$ cat src/rtl/write_address_ctrl.sv
// Write-side address controller for a synchronous FIFO.
// Holds the write pointer (with an extra wrap bit), issues registered memory
// write strobes, and derives occupancy, full/almost-full and a sticky
// overflow flag against the read pointer from the same clock domain.
module write_address_ctrl #(
    parameter int MEMORY_DEPTH = 8,
    parameter int ADDRESS_SIZE = 3,
    parameter int DATA_WIDTH   = 8,
    parameter int AF_THRESHOLD = 6
) (
    input  logic                    clk,
    input  logic                    rst,
    input  logic                    wr_req,
    input  logic [DATA_WIDTH-1:0]   wr_data,
    input  logic [ADDRESS_SIZE:0]   r_ptr,
    input  logic                    clr_ovf,
    output logic [ADDRESS_SIZE:0]   w_ptr,
    output logic                    mem_we,
    output logic [ADDRESS_SIZE-1:0] mem_waddr,
    output logic [DATA_WIDTH-1:0]   mem_wdata,
    output logic                    full,
    output logic                    almost_full,
    output logic [ADDRESS_SIZE:0]   level,
    output logic                    overflow
);

    // The pointer arithmetic below only works for a power-of-two depth.
    if (MEMORY_DEPTH != (1 << ADDRESS_SIZE)) begin : g_depth_check
        $error("write_address_ctrl: MEMORY_DEPTH must equal 2**ADDRESS_SIZE");
    end

    localparam logic [ADDRESS_SIZE:0] PTR_ONE = (ADDRESS_SIZE+1)'(1);
    localparam logic [ADDRESS_SIZE:0] AF_LVL  = (ADDRESS_SIZE+1)'(AF_THRESHOLD);

    logic accept;

    // Status flags: full when the pointers alias the same word but sit on
    // different laps; level is the lap-aware pointer difference.
    always_comb begin
        full        = (w_ptr[ADDRESS_SIZE] != r_ptr[ADDRESS_SIZE]) &&
                      (w_ptr[ADDRESS_SIZE-1:0] == r_ptr[ADDRESS_SIZE-1:0]);
        level       = w_ptr - r_ptr;
        almost_full = (level >= AF_LVL);
        accept      = wr_req & ~full;
    end

    // Write pointer and registered memory write port; address and data hold
    // when no write is accepted.
    always_ff @(posedge clk) begin
        if (rst) begin
            w_ptr     <= '0;
            mem_we    <= 1'b0;
            mem_waddr <= '0;
            mem_wdata <= '0;
        end else begin
            mem_we <= accept;
            if (accept) begin
                w_ptr     <= w_ptr + PTR_ONE;
                mem_waddr <= w_ptr[ADDRESS_SIZE-1:0];
                mem_wdata <= wr_data;
            end
        end
    end

    // Sticky overflow; a fresh overflow in the same cycle as a clear wins.
    always_ff @(posedge clk) begin
        if (rst) begin
            overflow <= 1'b0;
        end else if (wr_req && full) begin
            overflow <= 1'b1;
        end else if (clr_ovf) begin
            overflow <= 1'b0;
        end
    end

endmodule

$ cat config.mk
export PLATFORM = sky130hd
export DESIGN_NAME = write_address_ctrl
export DESIGN_NICKNAME = d
export VERILOG_FILES = /design/src/rtl/write_address_ctrl.sv
export SDC_FILE = /design/constraint.sdc
export NUM_CORES = 1
export LEC_CHECK = 0
export CAP_MARGIN = 15
export CORE_MARGIN = 2
export CORE_UTILIZATION = 29
export CTS_CLUSTER_SIZE = 20
export DETAILED_ROUTE_END_ITERATION = 8
export PLACE_DENSITY = 0.59
export SETUP_SLACK_MARGIN = 0.1
export SLEW_MARGIN = 20
export SYNTH_ARGS = -nofsm -noshare
export SYNTH_HDL_FRONTEND = slang
export SYNTH_SLANG_ARGS = --single-unit
$ cat constraint.sdc
create_clock -name clk -period 2.1 [get_ports clk]
set_clock_uncertainty 0.2 [all_clocks]
set_input_delay 0.42 -clock clk [delete_from_list [all_inputs] [get_ports clk]]
set_output_delay 0.42 -clock clk [all_outputs]
set_load 0.02 [all_outputs]
==> results.sh <==
export IMPL_status="complete, but fails checks"
export IMPL_violations="setup timing"
export IMPL_cts_tree="yes"
export IMPL_synth_edf_count=0
export IMPL_rrSetupSlack_ps=300
export IMPL_yosysSeqAreaShare_pct=37.1
export IMPL_synthesis_instances=98
export IMPL_final_cells=196
export IMPL_yosysMostFrequentCell="nand2b_1"
export IMPL_die_area_sq_um=3630
export IMPL_die_w_microns=60.3
export IMPL_cp_max_fo=2
export IMPL_hp_class="flip-flop to flip-flop"
export IMPL_drc=0
export IMPL_drt_pass1_iter_count=4
export IMPL_finalSetupViolCount=4
export IMPL_synth_area_sq_um=918
export IMPL_clock_sinks=17
export IMPL_dp_hpwl_mm=1.63
export IMPL_die_h_microns=60.3
export IMPL_drt_iter0_markers=10
export IMPL_vdd_drop_max_mv=0.253
export IMPL_pin_count=39
export IMPL_synthTopCellsByArea="dfxtp_1 37%, nand2b_1 16%, mux2i_1 14%"
export IMPL_postCtsHoldBufs=0
export IMPL_ant_nets=0
export IMPL_clk_latency_ps=290
export IMPL_p_sw_share_pct=31.1
export IMPL_antenna_cells=0
export IMPL_finalCritPeriodShare_pct=109
export IMPL_maxSlewHeadroom_pct=82.3
export IMPL_synth_seq_cells=17
export IMPL_wl_per_cell_microns=11.0
export IMPL_cap_violations=0
export IMPL_leakagePower_uw=0.000677
export IMPL_cp_required_ps=1480
export IMPL_combinationalPowerShare_pct=38.7
export IMPL_grt_max_degree=19
export IMPL_yosys_warnings=0
export IMPL_syn_area_per_cell_sq_um=9.37
export IMPL_final_max_slew_viol_count=0
export IMPL_n_fill_cell=288
export IMPL_async_flop_share_pct=0
export IMPL_switchingPower_uw=267
export IMPL_grt_overflow=0
export IMPL_max_freq_mhz=437
export IMPL_dp_cells=190
export IMPL_vias=847
export IMPL_internal_power_uw=592
export IMPL_drive_gt1_share_pct=32.9
export IMPL_worstMarginPinSlew_ps=266
export IMPL_via_per_inst=4.32
export IMPL_cellPowerDensity_nw_per_um2=536
export IMPL_pwr_share_seq_pct=41.1
export IMPL_critPathLaunchType="primary input"
export IMPL_row_count=20
export IMPL_syn2layout_area_growth_pct=74.5
export IMPL_ys_types=26
export IMPL_rsz0062_at_grt="yes"
export IMPL_core_area_sq_um=3030
export IMPL_hold_violations=0
export IMPL_crit_type="primary input to output pin"
export IMPL_setup_ws_ps=-187
export IMPL_synth_flop_cell="dfxtp_1"
export IMPL_cts_htree_levels=1
export IMPL_cts_root_buf="clkbuf_4"
export IMPL_fin_util_pct=52.9
export IMPL_io_buffers=38
export IMPL_grt_pass1_wl_mm=3.58
export IMPL_grt_pass1_vias=859
export IMPL_end_kind="output pin"
export IMPL_cts_reportedPaths_clkPinSlew_ps=110
export IMPL_pwr_share_clk_pct=20.2
export IMPL_antenna_found_initial=0
export IMPL_fin_nets=174
export IMPL_period_minus_slack_ps=2290
export IMPL_syn_nets=119
export IMPL_synth_area_leader_cell="dfxtp_1"
export IMPL_synth_top_area_share_pct=37.1
export IMPL_start_util_pct=30.3
export IMPL_clk_path_buf_depth=2
export IMPL_setup_tns_ps=-443
export IMPL_arrival_ps=1670
export IMPL_track_usage_pct=12.9
export IMPL_cts_made_buffers=3
export IMPL_wl_mm=2.15
export IMPL_gp_congestion=0.742
export IMPL_synth_common_cells="23 x nand2b_1, 17 x dfxtp_1, 13 x mux2i_1, 7 x inv_1, 6 x nor2_1"
[placed cells by master (no fill, tap or decap), types with 2 or more instances in the layout]
cell type	instances
buf_4	15
dfxtp_1	14
nor2_1	5
nand2b_1	23
buf_6	5
mux2i_1	13
clkbuf_4	3
a21oi_1	2
clkdlybuf4s50_1	24
dlygate4sd2_1	7
ha_4	3
inv_2	4
a21oi_4	2
dfxtp_2	2
inv_1	3
[repair_timing]
| item | CTS | global route |
|---|---|---|
| gates cloned | 0 | 0 |
| gates resized for setup | 55 | 4 |
| pin swaps | 12 | 6 |
| setup endpoints to repair | 24 | 5 |
| setup buffers | 1 | 1 |
[logic make-up (layout without fill, tap and decap cells)]
kind of cell	after synthesis	count (layout)	share of synthesized area, %
buffers and inverters	11	65	5.31
AO/OA/AOI/OAI	10	10	7.22
flip-flops	17	17	37.1
AND/OR/NAND/NOR	38	38	23.7
XOR/XNOR	3	3	3.68
multiplexers	14	14	15.4
adder cells (fa/ha/maj)	5	5	7.63
[layer usage]
layer | vias to the layer above | routed length (microns) | GRT usage [%]
met3 | 2 | 133 | 2.60
li1 | 433 | - | -
met5 | - | 0 | 0
met1 | 383 | 954 | 15.2
met4 | 0 | 14 | 3.81
met2 | 29 | 1050 | 23.3
[registers in the layout, summed over array words and instances, names as in the netlist]
signal     count
mem_we         1
mem_waddr      3
w_ptr          4
mem_wdata      8
overflow       1
[power groups by stage]
stage / combinational (uW) / sequential (uW) / clock [uW]
global placement: 301 / 358 / 0
detailed placement: 304 / 358 / 0
global route: 358 / 356 / 196
finish: 332 / 353 / 174
CTS: 326 / 353 / 183
floorplan: 135 / 383 / 0
[cell type report]
class / count / area (sq um) / share of cell area, %
Multi-Input combinational cell: 70 / 642 / 40.0
Inverter: 7 / 26.3 / 1.64
Tap cell: 44 / 55.1 / 3.43
Timing Repair Buffer: 54 / 505 / 31.5
Clock inverter: 1 / 5.00 / 0.312
Sequential cell: 17 / 347 / 21.6
Clock buffer: 3 / 22.5 / 1.41
[worst paths after layout]
path,startpoint,end,depth (start not counted)
setup / recovery,r_ptr[0],almost_full,7
hold reg to reg,mem_waddr[2],mem_waddr[2],2
setup reg to reg,w_ptr[2],mem_waddr[2],7
hold / removal,mem_waddr[2],mem_waddr[2],2
[stage by stage]
stage	power, uW	hold slack [ps]	area [sq um]	setup WS (ps)
floorplan	518	339	961	28.6
global placement	659	257	1490	-864
detailed placement	662	271	1490	-900
CTS	863	289	1580	-206
global route	910	312	1600	-240
finish	859	284	1600	-187
[worst max-delay path: stages]
cell,delay (ps)
dlygate4sd2_1,260
ha_4,170
fa_2,520
inv_2,50
nand2_2,70
o21ai_4,50
buf_6,130
(Power assumes the default switching activity.)
